File: src/rtl/mem_stage_pkg.sv
// Shared encodings for the RV32 memory-access stage: access sizes, FSM states
// and the alignment rule used by both the store and load paths.
package mem_stage_pkg;

    localparam logic [1:0] SIZE_BYTE    = 2'b00;
    localparam logic [1:0] SIZE_HALF    = 2'b01;
    localparam logic [1:0] SIZE_WORD    = 2'b10;
    localparam logic [1:0] SIZE_ILLEGAL = 2'b11;

    localparam int BYTE_LANES = 4;

    typedef enum logic [1:0] {
        ST_IDLE = 2'd0,
        ST_REQ  = 2'd1,
        ST_WAIT = 2'd2
    } state_t;

    // The illegal size encoding is reported the same way as a misaligned address.
    function automatic logic is_misaligned(input logic [1:0] size, input logic [1:0] addr_lo);
        logic bad;
        bad = 1'b0;
        case (size)
            SIZE_HALF:    bad = addr_lo[0];
            SIZE_WORD:    bad = |addr_lo;
            SIZE_ILLEGAL: bad = 1'b1;
            default:      bad = 1'b0;
        endcase
        return bad;
    endfunction

endpackage

File: src/rtl/mem_align.sv
// Combinational byte-lane logic for a 32-bit data port: store lane steering,
// load extraction/extension and misalignment detection.
module mem_align
    import mem_stage_pkg::*;
(
    input  logic [1:0]            addr_lo,
    input  logic [1:0]            size,
    input  logic                  sign,
    input  logic [31:0]           st_data,
    input  logic [31:0]           rdata,
    output logic [BYTE_LANES-1:0] be,
    output logic [31:0]           wdata,
    output logic [31:0]           ld_data,
    output logic                  misalign
);

    logic [31:0] shifted;
    logic [7:0]  ld_byte;
    logic [15:0] ld_half;

    assign misalign = is_misaligned(size, addr_lo);

    // Replicating the data across lanes lets memory pick any lane via be.
    always_comb begin
        be    = '0;
        wdata = st_data;
        case (size)
            SIZE_BYTE: begin
                be    = 4'b0001 << addr_lo;
                wdata = {4{st_data[7:0]}};
            end
            SIZE_HALF: begin
                be    = addr_lo[1] ? 4'b1100 : 4'b0011;
                wdata = {2{st_data[15:0]}};
            end
            SIZE_WORD: be = 4'b1111;
            default:   be = '0;
        endcase
    end

    assign shifted = rdata >> {addr_lo, 3'b000};
    assign ld_byte = shifted[7:0];
    assign ld_half = shifted[15:0];

    always_comb begin
        ld_data = rdata;
        case (size)
            SIZE_BYTE: ld_data = {{24{sign & ld_byte[7]}}, ld_byte};
            SIZE_HALF: ld_data = {{16{sign & ld_half[15]}}, ld_half};
            default:   ld_data = rdata;
        endcase
    end

endmodule

File: src/rtl/mem_stage.sv
// RV32 MEM stage: captures an EX instruction, runs the data-memory req/rsp
// handshake and emits one registered writeback beat (also the MEM forward source).
module mem_stage
    import mem_stage_pkg::*;
#(
    parameter int WORD_SIZE = 32,
    parameter int ADDR_SIZE = 32,
    parameter int NUM_REGS  = 32,
    parameter int REG_SEL   = $clog2(NUM_REGS)
) (
    input  logic                  clk,
    input  logic                  rst_n,
    input  logic                  in_valid,
    output logic                  in_ready,
    input  logic [WORD_SIZE-1:0]  result,
    input  logic [WORD_SIZE-1:0]  save_data,
    input  logic [REG_SEL-1:0]    rd,
    input  logic [1:0]            data_size,
    input  logic                  data_sign,
    input  logic                  mem_read,
    input  logic                  mem_write,
    input  logic                  reg_write,
    output logic                  dmem_req,
    output logic                  dmem_we,
    output logic [ADDR_SIZE-1:0]  dmem_addr,
    output logic [WORD_SIZE-1:0]  dmem_wdata,
    output logic [BYTE_LANES-1:0] dmem_be,
    input  logic                  dmem_ready,
    input  logic                  dmem_rvalid,
    input  logic [WORD_SIZE-1:0]  dmem_rdata,
    output logic                  wb_valid,
    output logic [WORD_SIZE-1:0]  wb_data,
    output logic [REG_SEL-1:0]    wb_rd,
    output logic                  wb_reg_write,
    output logic                  misalign_err
);

    typedef struct packed {
        logic [ADDR_SIZE-1:0] addr;
        logic [REG_SEL-1:0]   rd;
        logic [1:0]           size;
        logic                 sign;
        logic                 is_load;
        logic                 reg_write;
    } mem_req_t;

    state_t   state, state_nxt;
    mem_req_t req_q, req_nxt;

    logic                  wb_valid_nxt, wb_we_nxt, mis_nxt;
    logic [WORD_SIZE-1:0]  wb_data_nxt;
    logic [REG_SEL-1:0]    wb_rd_nxt;
    logic                  dmem_req_nxt, dmem_we_nxt;
    logic [ADDR_SIZE-1:0]  dmem_addr_nxt;
    logic [WORD_SIZE-1:0]  dmem_wdata_nxt;
    logic [BYTE_LANES-1:0] dmem_be_nxt;

    logic [1:0]            al_addr_lo, al_size;
    logic                  al_sign, al_misalign;
    logic [BYTE_LANES-1:0] al_be;
    logic [WORD_SIZE-1:0]  al_wdata, al_ld_data;

    assign in_ready = (state == ST_IDLE);

    // IDLE steers the live EX inputs (store lanes, misalign); later states
    // steer the captured request so the load extract uses the original address.
    assign al_addr_lo = in_ready ? result[1:0] : req_q.addr[1:0];
    assign al_size    = in_ready ? data_size   : req_q.size;
    assign al_sign    = in_ready ? data_sign   : req_q.sign;

    mem_align u_align (
        .addr_lo  (al_addr_lo),
        .size     (al_size),
        .sign     (al_sign),
        .st_data  (save_data),
        .rdata    (dmem_rdata),
        .be       (al_be),
        .wdata    (al_wdata),
        .ld_data  (al_ld_data),
        .misalign (al_misalign)
    );

    always_comb begin
        state_nxt      = state;
        req_nxt        = req_q;
        wb_valid_nxt   = 1'b0;
        wb_we_nxt      = 1'b0;
        mis_nxt        = 1'b0;
        wb_data_nxt    = wb_data;
        wb_rd_nxt      = wb_rd;
        dmem_req_nxt   = dmem_req;
        dmem_we_nxt    = dmem_we;
        dmem_addr_nxt  = dmem_addr;
        dmem_wdata_nxt = dmem_wdata;
        dmem_be_nxt    = dmem_be;
        unique case (state)
            ST_IDLE: begin
                if (in_valid) begin
                    wb_rd_nxt   = rd;
                    wb_data_nxt = result;
                    if (!(mem_read || mem_write)) begin
                        wb_valid_nxt = 1'b1;
                        wb_we_nxt    = reg_write && (rd != '0);
                    end else if (al_misalign) begin
                        // Faulting access retires as a no-write beat.
                        wb_valid_nxt = 1'b1;
                        mis_nxt      = 1'b1;
                    end else begin
                        state_nxt         = ST_REQ;
                        req_nxt.addr      = result[ADDR_SIZE-1:0];
                        req_nxt.rd        = rd;
                        req_nxt.size      = data_size;
                        req_nxt.sign      = data_sign;
                        req_nxt.is_load   = !mem_write;
                        req_nxt.reg_write = reg_write;
                        dmem_req_nxt      = 1'b1;
                        dmem_we_nxt       = mem_write;
                        dmem_addr_nxt     = {result[ADDR_SIZE-1:2], 2'b00};
                        dmem_wdata_nxt    = al_wdata;
                        dmem_be_nxt       = al_be;
                    end
                end
            end
            ST_REQ: begin
                if (dmem_ready) begin
                    dmem_req_nxt = 1'b0;
                    if (req_q.is_load) begin
                        state_nxt = ST_WAIT;
                    end else begin
                        state_nxt    = ST_IDLE;
                        wb_valid_nxt = 1'b1;
                        wb_rd_nxt    = req_q.rd;
                    end
                end
            end
            ST_WAIT: begin
                if (dmem_rvalid) begin
                    state_nxt    = ST_IDLE;
                    wb_valid_nxt = 1'b1;
                    wb_data_nxt  = al_ld_data;
                    wb_rd_nxt    = req_q.rd;
                    wb_we_nxt    = req_q.reg_write && (req_q.rd != '0);
                end
            end
            default: state_nxt = ST_IDLE;
        endcase
    end

    always_ff @(posedge clk or negedge rst_n) begin
        if (!rst_n) begin
            state        <= ST_IDLE;
            req_q        <= '0;
            wb_valid     <= 1'b0;
            wb_data      <= '0;
            wb_rd        <= '0;
            wb_reg_write <= 1'b0;
            misalign_err <= 1'b0;
            dmem_req     <= 1'b0;
            dmem_we      <= 1'b0;
            dmem_addr    <= '0;
            dmem_wdata   <= '0;
            dmem_be      <= '0;
        end else begin
            state        <= state_nxt;
            req_q        <= req_nxt;
            wb_valid     <= wb_valid_nxt;
            wb_data      <= wb_data_nxt;
            wb_rd        <= wb_rd_nxt;
            wb_reg_write <= wb_we_nxt;
            misalign_err <= mis_nxt;
            dmem_req     <= dmem_req_nxt;
            dmem_we      <= dmem_we_nxt;
            dmem_addr    <= dmem_addr_nxt;
            dmem_wdata   <= dmem_wdata_nxt;
            dmem_be      <= dmem_be_nxt;
        end
    end

endmodule
File: config.mk
export PLATFORM = sky130hd
export DESIGN_NAME = mem_stage
export DESIGN_NICKNAME = d
export VERILOG_FILES = /design/src/rtl/mem_stage_pkg.sv /design/src/rtl/mem_align.sv /design/src/rtl/mem_stage.sv
export SDC_FILE = /design/constraint.sdc
export NUM_CORES = 1
export LEC_CHECK = 0
export CORE_ASPECT_RATIO = 1.25
export CORE_MARGIN = 2
export CORE_UTILIZATION = 41
export DETAILED_ROUTE_END_ITERATION = 10
export PLACE_DENSITY_LB_ADDON = 0.08
export SLEW_MARGIN = 20
export SYNTH_ARGS = -nofsm -noshare
export SYNTH_HDL_FRONTEND = slang
export SYNTH_SLANG_ARGS = --single-unit
File: constraint.sdc
create_clock -name clk -period 2.4 [get_ports clk]
set_clock_uncertainty 0.15 [all_clocks]
set_input_delay 0.48 -clock clk [delete_from_list [all_inputs] [get_ports clk]]
set_output_delay 0.48 -clock clk [all_outputs]
set_load 0.01 [all_outputs]
* Word-level counts from Yosys, hierarchy flattened *
Cells that the tools add are included.

word-level totals
  logic and storage cells = 92
  output and inout port bits = 111
  register bits = 122

cells by class
  bitwise gates (word level) = 3
  reductions and logical operators = 17
  muxes and demuxes = 42
  eq/ne operators = 11
  shift operators = 2

operator list
  cell                   number
  $pmux W32 S2           3
  $mux W32               2
  $shr A32 B5 Y16        1
  $mux W5                4
  $mux W1                17
  $mux W2                8
  $pmux W5 S3            1
  $reduce_and A5 Y1      3
  $pmux W4 S3            1
  $ne A2 B2 Y1 const B   5
  $reduce_bool A5 Y1     2
  $eq A2 B2 Y1 const B   3
  $pmux W1 S3            2
  $pmux W2 S3            1
  $eq A2 B1 Y1 const B   2
  $logic_not A2 Y1       2
  $mux W4                1
  $pmux W1 S2            2
  $reduce_and A4 Y1      1
  $reduce_bool A2 Y1     2
  $shl A1 B2 Y4 const A  1
  $reduce_and A3 Y1      1
  $reduce_bool A3 Y1     1
  $and A1 B1 Y1          2
  6 further kinds        7

* Logic depth before layout (Yosys ltp) *
Gate-level depths: netlist of the first run.

  depth in word-level cells = 8
  gate-level depth with buffers = 11
  mapped depth without buffers = 7

* Hierarchy *
Synthesis of the first run repeated with hierarchy kept, for this count alone.

second synthesis, totals
  cell total of the unflattened synthesis = 550
  area total of the unflattened synthesis = 6565.0 µm²

by module, submodules not included
  module     area each (µm²)  cells each  times used
  mem_stage  5265.0           342         1
  mem_align  1300.0           208         1

* Worst setup path after synthesis of the first run *
Ideal clock, no wire load.

  path type = reg-to-reg
  from = register state[0]
  to = register wb_data[29]
  stages on the path, launching flop included = 11
  data arrival time = 2.069 ns
  slack = 0.039 ns
  setup time = 0.142 ns
  required time = 2.108 ns
  path buffers = 3
  path through = dfrtp_1 -> inv_1 -> ha_1 -> buf_6 -> mux2_4 -> buf_6 -> nor3_4 -> a211oi_4 -> o21ai_4 -> buf_6 -> a31oi_2

on the way
  word-level cells in the longest chain between the ends = 7
  elaborated cells on any way between the ends = 17

ends and longest elaborated chain
  element                           line                              source
  start: declaration                mem_stage.sv:47                   state_t state, state_nxt;
  start signal: assignment          mem_stage.sv:164                  state <= state_nxt;
  $logic_not A2 Y1 (*)              mem_stage.sv:63                   assign in_ready = (state == ST_IDLE);
  net in_ready                      mem_stage.sv:14                   output logic in_ready,
  $mux W2                           mem_stage.sv:67                   assign al_addr_lo = in_ready ? result[1:0] : req_q.addr[1:0];
  $shr A32 B5 Y16                   mem_align.sv:41                   assign shifted = rdata >> {addr_lo, 3'b000};
  $and A1 B1 Y1 (on tied branches)  mem_align.sv:49, mem_align.sv:48
  $pmux W32 S2                      mem_align.sv:47                   case (size)
  $mux W32                          mem_stage.sv:137                  if (dmem_rvalid) begin
  $pmux W32 S2                      mem_stage.sv:96                   unique case (state)
  end signal: assignment            mem_stage.sv:167                  wb_data <= wb_data_nxt;
  end: declaration                  mem_stage.sv:32                   output logic [WORD_SIZE-1:0] wb_data,

The timed path passes the listed nets; every way through them passes the cells marked *. The select of a mux whose other input is x is not followed.
A chain may end at the register's enable or synchronous reset.

* Worst setup path after layout of the first run *
  from = register state[1]
  to = register state[1]

on the way
  word-level cells in the longest chain between the ends = 6
  elaborated cells on any way between the ends = 17

ends and longest elaborated chain
  element                               line                              source
  $logic_not A2 Y1                      mem_stage.sv:63, mem_stage.sv:96
  $mux W2 (on tied branches)            mem_stage.sv:68, mem_stage.sv:67
  $eq A2 B2 Y1 (tied with other cells)  mem_stage_pkg.sv:22               case (size)
  $pmux W1 S3                           mem_stage_pkg.sv:22
  $ne A2 B2 Y1 (no line)                n/a
  $reduce_and A5 Y1 (no line)           n/a

Parallel ways exist; a longest one is shown, timed or not.

==> metrics.csv, run 1 <==
stage;metric;value;unit
synthesis;synth_top_area_share;47.82;%
synthesis;synth_compound_area_share;18.40;%
layout;antenna_cells;0;
grt;grt_max_degree;77;
power_and_ir_drop;max-vdd-ir-drop;602.3;uV
synthesis;synth.distinct_cells;60;
drt;first_pass_iters;5;
synthesis;yosysSeqAreaShare;47.82;%
die;rows;51;
critical_path;end_kind;flip-flop;
place;place_ws;-174.4;ps
synthesis;yosys.area.top_type;dfrtp_1;
clock_network;root_buffer;clkbuf_16;
sta;layout_min_cycle_time;2352;ps
critical_path;slowest_stage;dfrtp_1;
drt;drtIter0Drc;413;
sta;rsz0062_at_grt;yes;
layout;num-fill-cells;1327;
synthesis;synthTopCellsByCount;nand2_1 (248), dfrtp_1 (122), a21oi_1 (58), nor2_1 (46), o21ai_0 (42);
place;placed_cell_area;9154;um2
min_path;hp-class;in -> async;
run;max-cap-violations;0;
critical_path;crit_chain;inv_2 -> ha_4 -> buf_12 -> mux2_4 -> nor3_4 -> buf_4 -> o22ai_1 -> a211o_1 -> o21ai_0;
power_and_ir_drop;p_leak;4.330;nW
critical_path;arrival;2530;ps
synthesis;synth_xor_area_share;0.1372;%
clock_network;htreeDepth;4;
critical_path;crit-reg2reg-launch;state[1];
die;die_x;115.6;um
place;gp_congestion;0.8866;
synthesis;yosysWarnings;0;
clock_network;cts_tree;yes;
synthesis;synth-simple-area-share;22.97;%
drt;wl_per_cell;17.16;um
drt;wl;20980;um
grt;grt_pass1_vias;6385;
drt;post_drt_via_cell_ratio;5.318;
die;die_h;143.5;um
sta;timing.final.crit_share;97.99;%
grt;antenna_found_initial;0;
synthesis;synth_area;6385;um2
sta;hold_viol;0;
critical_path;critPathLaunch;state[1];
sta;finalSetupViolCount;0;
synthesis;synthAdderAreaFrac;0.7839;%
synthesis;synth.most_common_cell;nand2_1;
clock_network;clock_sinks;122;
grt;track_usage;25.76;%
clock_network;clk_path_buf_depth;2;
critical_path;worstRegToRegCells;9;
sta;clock.fmax;425.2;MHz
sta;holdWs;255.2;ps
layout;drive_gt1_share;12.76;%
place;portBuffers;220;
synthesis;synth.area.mux_share;4.684;%
critical_path;crit_fanout;14;
clock_network;insertion_delay;420;ps
clock_network;clk_pin_slew;50;ps
synthesis;syn_avg_cell_area;8.582;um2
synthesis;async_flop_share;100.0;%
layout;fin_nets;1114;
layout;syn_to_final_growth;54.46;%
grt;overflow;0;
critical_path;cp-start-kind;flip-flop;
synthesis;synth_ff_type;dfrtp_1;
die;core_area;15380;um2
synthesis;netlist_instances;744;
synthesis;synth_seq_cells;122;
sta;maxSlewViolCount;0;
status;outcome;complete, no violations;
clock_network;numCtsBuffers;17;
critical_path;r2r_slack;50;ps
drt;final_antenna_net_count;0;
critical_path;worstSetupPathType;reg -> reg;
synthesis;synth_top_family_by_area;simple AND/OR/NAND/NOR gates;
grt;grt_first_pass_wirelength;32920;um
die;die_area;16590;um2
drt;drcViolationCount;0;
power_and_ir_drop;power_density;1375;nW/um2
critical_path;timing.rr.end;state[1];
place;place_hpwl;15800;um
die;start_util;41.52;%
layout;fin_area;9862;um2
critical_path;crit_end;state[1];
die;ioPinCount;223;
critical_path;required;2570;ps
synthesis;ys_top_cells_by_area;dfrtp_1 (48%), nand2_1 (15%), a21oi_1 (4.5%), o21ai_0 (3.3%), nor2_1 (2.7%);
drt;vias;6504;
critical_path;slowest_delay;410;ps
synthesis;synth_edf_count;0;
sta;fin_ws;48.28;ps
[cells in the final DEF (no fill, tap or decap), drive strengths merged, types with 2 or more instances in the layout]
master	instances
a211oi	12
a21oi	59
a221oi	7
a31oi	25
buf	64
bufinv	3
clkbuf	21
clkdlybuf4s50	218
clkinv	4
clkinvlp	3
conb	2
dfrtp	122
ha	4
inv	8
mux2	8
mux2i	19
nand2	248
nand2b	4
nand3	9
nor2	46
nor2b	3
nor3	5
nor4	3
o2111ai	2
o211ai	8
o21a	3
o21ai	47
o221ai	4
o22ai	7
o32ai	2
or2	3
or3	17
or4	2
[worst max-delay path, delay by kind of cell, from the launching register on]
kind | cells | cell delay (ps)
AOI/OAI and AO/OA | 3 | 520
buffers and inverters | 3 | 410
DFF | 1 | 410
muxes | 1 | 360
and+or+nand+nor | 1 | 220
adders and majority gates | 1 | 160
[logic make-up after synthesis]
family | count (synthesis)
AOI/OAI and AO/OA | 186
xor gates and xnor gates | 1
adders and majority gates | 4
buffers and inverters | 58
DFF | 122
muxes | 27
other | 1
and+or+nand+nor | 345
[report_power, final]
part | switching [mW] | internal [mW] | total [mW]
clock network | 0.933 | 1.66 | 2.59
logic | 3.65 | 3.69 | 7.35
registers | 0.584 | 3.04 | 3.62
total | 5.17 | 8.39 | 13.6
[layout make-up]
cell class,instances,area (um2),share of cell area [%]
Inverter,7,26.28,0.2664
Multi-Input combinational cell,565,3063,31.06
Tap cell,212,265.3,2.690
Clock inverter,11,145.1,1.472
Sequential cell,122,3053,30.96
Clock buffer,21,450.4,4.567
Timing Repair Buffer,285,2859,28.99
[timing repair]
action,4_1_cts,5_1_grt
buffers inserted,0,4
hold endpoints to repair,51,0
resized for setup,5,6
hold buffers,1,0
setup endpoints to repair,81,65
pin swaps,0,1
cloned,1,0
[sequential cells by signal, indices dropped and copies added, names as in the netlist]
register and cells:
dmem_addr 30, dmem_be 4, dmem_req 1, dmem_wdata 32, dmem_we 1, misalign_err 1
req_q 12, state 2, wb_data 32, wb_rd 5, wb_reg_write 1, wb_valid 1
[routing by layer]
| layer | part of all wire, % | global-route usage [%] | vias to the layer above | wire length (um) |
|---|---|---|---|---|
| met5 | 0 | 0 | - | 0 |
| met3 | 8.0 | 7.760 | 44 | 1678 |
| li1 | - | - | 3077 | - |
| met4 | 3.0 | 10.71 | 0 | 631 |
| met2 | 51 | 43.98 | 272 | 10630 |
| met1 | 38 | 30.00 | 3111 | 8041 |
[worst min path at each step]
stage	slack [ps]	startpoint	end	cells after the start
2_1_floorplan	30	rst_n	dmem_addr[10]	0
3_3_place_gp	150	rst_n	dmem_addr[17]	1
3_5_place_dp	150	rst_n	dmem_addr[18]	1
4_1_cts	240	rst_n	dmem_addr[18]	2
5_1_grt	250	rst_n	dmem_addr[19]	2
6_report	260	rst_n	dmem_addr[18]	2
[metrics by stage]
stage | power (mW) | setup TNS (ps) | cells | utilization (%)
after floorplan | 7.342 | 0 | 745 | -
after global placement | 10.62 | -6313 | 1185 | 59.52
after detailed placement | 10.78 | -12400 | 1185 | 59.52
after CTS | 13.55 | 0 | 1219 | 63.75
after global routing | 14.49 | -94.21 | 1223 | 64.13
final | 13.56 | 0 | 1223 | 64.13
No activity file was read; power rests on OpenSTA's default activity.
==> run 2, diff against run 1 <==
Settings changed: SETUP_SLACK_MARGIN from default to 0.5.
==> metrics.csv, run 2 (same netlist as run 1, synthesis figures left out) <==
stage;metric;value;unit;change
critical_path;worstRegToRegCells;9;;unchanged
sta;clock.fmax;434.3;MHz;was 425.2 MHz
critical_path;cp-start-kind;flip-flop;;unchanged
grt;grt_max_degree;60;;was 77
critical_path;r2r_slack;100;ps;was 50 ps
sta;maxSlewViolCount;0;;unchanged
grt;grt_busiest_layer;met2;;unchanged
critical_path;crit-reg2reg-launch;state[0];;was state[1]
clock_network;insertion_delay;420;ps;about the same
drt;final_antenna_net_count;0;;unchanged
power_and_ir_drop;internal_power;8.560;mW;was 8.388 mW
layout;final_cells;1243;;was 1,223
layout;fin_nets;1134;;was 1,114
critical_path;slowest_stage;dfrtp_1;;unchanged
sta;holdWs;312.5;ps;was 255.2 ps
die;die_h;143.5;um;unchanged
power_and_ir_drop;swShare;39.92;%;was 38.13%
drt;wl;23250;um;was 20,980 um
drt;first_pass_iters;5;;unchanged
critical_path;end_kind;flip-flop;;unchanged
place;place_ws;-211.3;ps;was -174.4 ps
grt;use_met2;45.43;%;was 43.98%
grt;track_usage;27.03;%;was 25.76%
die;ioPinCount;223;;unchanged
power_and_ir_drop;p_clk_share;17.9;%;was 19.1%
layout;num-fill-cells;1227;;was 1,327
drt;vias;6782;;was 6,504
grt;antenna_found_initial;0;;unchanged
place;portBuffers;220;;unchanged
power_and_ir_drop;p_leak;5.639;nW;was 4.330 nW
sta;fin_ws;97.19;ps;was 48.28 ps
sta;layout_min_cycle_time;2303;ps;was 2352 ps
layout;finalCoreUtilization;69.01;%;was 64.13%
grt;grt_first_pass_wirelength;34620;um;was 32,920 um
layout;reg_top3;dmem_wdata x32, wb_data x32, dmem_addr x30;;unchanged
clock_network;clock_sinks;122;;unchanged
layout;final_common_cell;nand2_1;;unchanged
layout;layout_common_cells;nand2_1 (245), dfrtp_1 (122), clkdlybuf4s50_1 (110);;was nand2_1 (248), clkdlybuf4s50_1 (218), dfrtp_1 (122)
critical_path;crit_end;wb_data[22];;was state[1]
clock_network;clk_path_buf_depth;2;;unchanged
critical_path;slowest_delay;370;ps;was 410 ps
grt;grt_use_met3;6.453;%;was 7.760%
die;core_area;15380;um2;unchanged
die;die_area;16590;um2;unchanged
grt;met1_usage;31.27;%;was 30.00%
clock_network;htreeDepth;4;;unchanged
place;place_hpwl;16440;um;was 15,800 um
power_and_ir_drop;power_density;1342;nW/um2;was 1375 nW/um2
sta;hold_viol;0;;unchanged
layout;multi_input_area;3309;um2;was 3063 um2
critical_path;arrival;2490;ps;was 2530 ps
die;die_x;115.6;um;unchanged
drt;wl_per_cell;18.70;um;was 17.16 um
sta;timing.final.crit_share;95.95;%;was 97.99%
clock_network;cts_tree;yes;;unchanged
drt;drtIter0Drc;505;;was 413
status;outcome;complete, no violations;;unchanged
place;gp_congestion;0.9350;;was 0.8866
drt;drcViolationCount;0;;unchanged
run;max-cap-violations;0;;unchanged
grt;grt_pass1_vias;6737;;was 6,385
critical_path;required;2590;ps;was 2570 ps
clock_network;root_buffer;clkbuf_16;;unchanged
critical_path;timing.rr.end;wb_data[22];;was state[1]
grt;overflow;0;;unchanged
drt;post_drt_via_cell_ratio;5.456;;was 5.318
power_and_ir_drop;switching_power;5.687;mW;was 5.170 mW
critical_path;worstSetupPathType;reg -> reg;;unchanged
clock_network;clk_pin_slew;60;ps;was 50 ps
layout;seq_area;3053;um2;unchanged
critical_path;critPathLaunch;state[0];;was state[1]
die;start_util;41.52;%;unchanged
place;dpl.cell_count;1178;;was 1,185
critical_path;crit_fanout;8;;was 14
sta;finalSetupViolCount;0;;unchanged
layout;antenna_cells;0;;unchanged
layout;drive_gt1_share;17.56;%;was 12.76%
clock_network;numCtsBuffers;17;;unchanged
critical_path;crit_chain;inv_2 -> ha_4 -> clkbuf_16 -> buf_6 -> or2_4 -> o32a_1 -> a211oi_4 -> o21ai_4 -> a31oi_1;;was inv_2 -> ha_4 -> buf_12 -> mux2_4 -> nor3_4 -> buf_4 -> o22ai_1 -> a211o_1 -> o21ai_0
power_and_ir_drop;seqPwrFrac;25.3;%;was 26.7%
power_and_ir_drop;max-vdd-ir-drop;659.2;uV;was 602.3 uV
die;rows;51;;unchanged
layout;syn_to_final_growth;66.22;%;was 54.46%
power_and_ir_drop;pwr-share-comb;56.8;%;was 54.2%
sta;rsz0062_at_grt;yes;;unchanged
min_path;hp-class;reg -> reg;;was in -> async
[run 2: worst min path at each step]
| stage | startpoint | end | depth (start not counted) |
|---|---|---|---|
| detailed placement | rst_n | dmem_addr[12] | 1 |
| global placement | rst_n | dmem_addr[8] | 1 |
| finish | dmem_wdata[3] | dmem_wdata[3] | 2 |
| floorplan | rst_n | dmem_addr[10] | 0 |
| CTS | dmem_wdata[3] | dmem_wdata[3] | 2 |
| global route | dmem_addr[23] | dmem_addr[23] | 2 |
[run 2: layer usage]
metal / vias to the layer above / wire [um] / part of all wire, %
met5: - / 0 / 0
met2: 338 / 11430 / 49
met4: 0 / 1269 / 5.5
met3: 92 / 1841 / 7.9
li1: 3129 / - / -
met1: 3223 / 8707 / 37
[run 2: timing repair]
| item | 4_1_cts | 5_1_grt |
|---|---|---|
| pin swaps | 16 | 15 |
| endpoints found under the hold margin | 24 | 0 |
| setup buffers | 14 | 13 |
| hold buffers | 1 | 0 |
| gates resized for setup | 12 | 155 |
| gates cloned | 2 | 3 |
| endpoints found under the setup margin | 230 | 230 |
[run 2: stage by stage]
stage	setup TNS, ps	area [um2]	power, mW
floorplan	0	6601	7.687
global placement	-3904	9190	10.74
detailed placement	-5877	9190	10.95
CTS	0	10000	13.89
global route	0	10610	15.14
finish	0	10610	14.25
[run 2: power groups by stage]
stage               Sequential, mW  Combinational (mW)  Clock, mW
floorplan                     3.97                3.71          0
global placement              3.62                7.12          0
detailed placement            3.67                7.28          0
CTS                           3.63                7.67       2.58
global route                  3.72                8.74       2.68
finish                        3.60                8.09       2.55
[run 2: cell type report]
class,instances,area share [%]
Tap cell,212,2.499
Timing Repair Buffer,303,31.73
Inverter,7,0.2476
Sequential cell,122,28.77
Clock inverter,15,1.568
Clock buffer,17,4.008
Multi-Input combinational cell,567,31.18
[run 2: critical path, delay by kind of cell (launching register included)]
family | cells | cell delay [ps]
AOI/OAI and AO/OA | 4 | 920
DFF | 1 | 370
buffers and inverters | 3 | 350
and+or+nand+nor | 1 | 240
adders and majority gates | 1 | 180
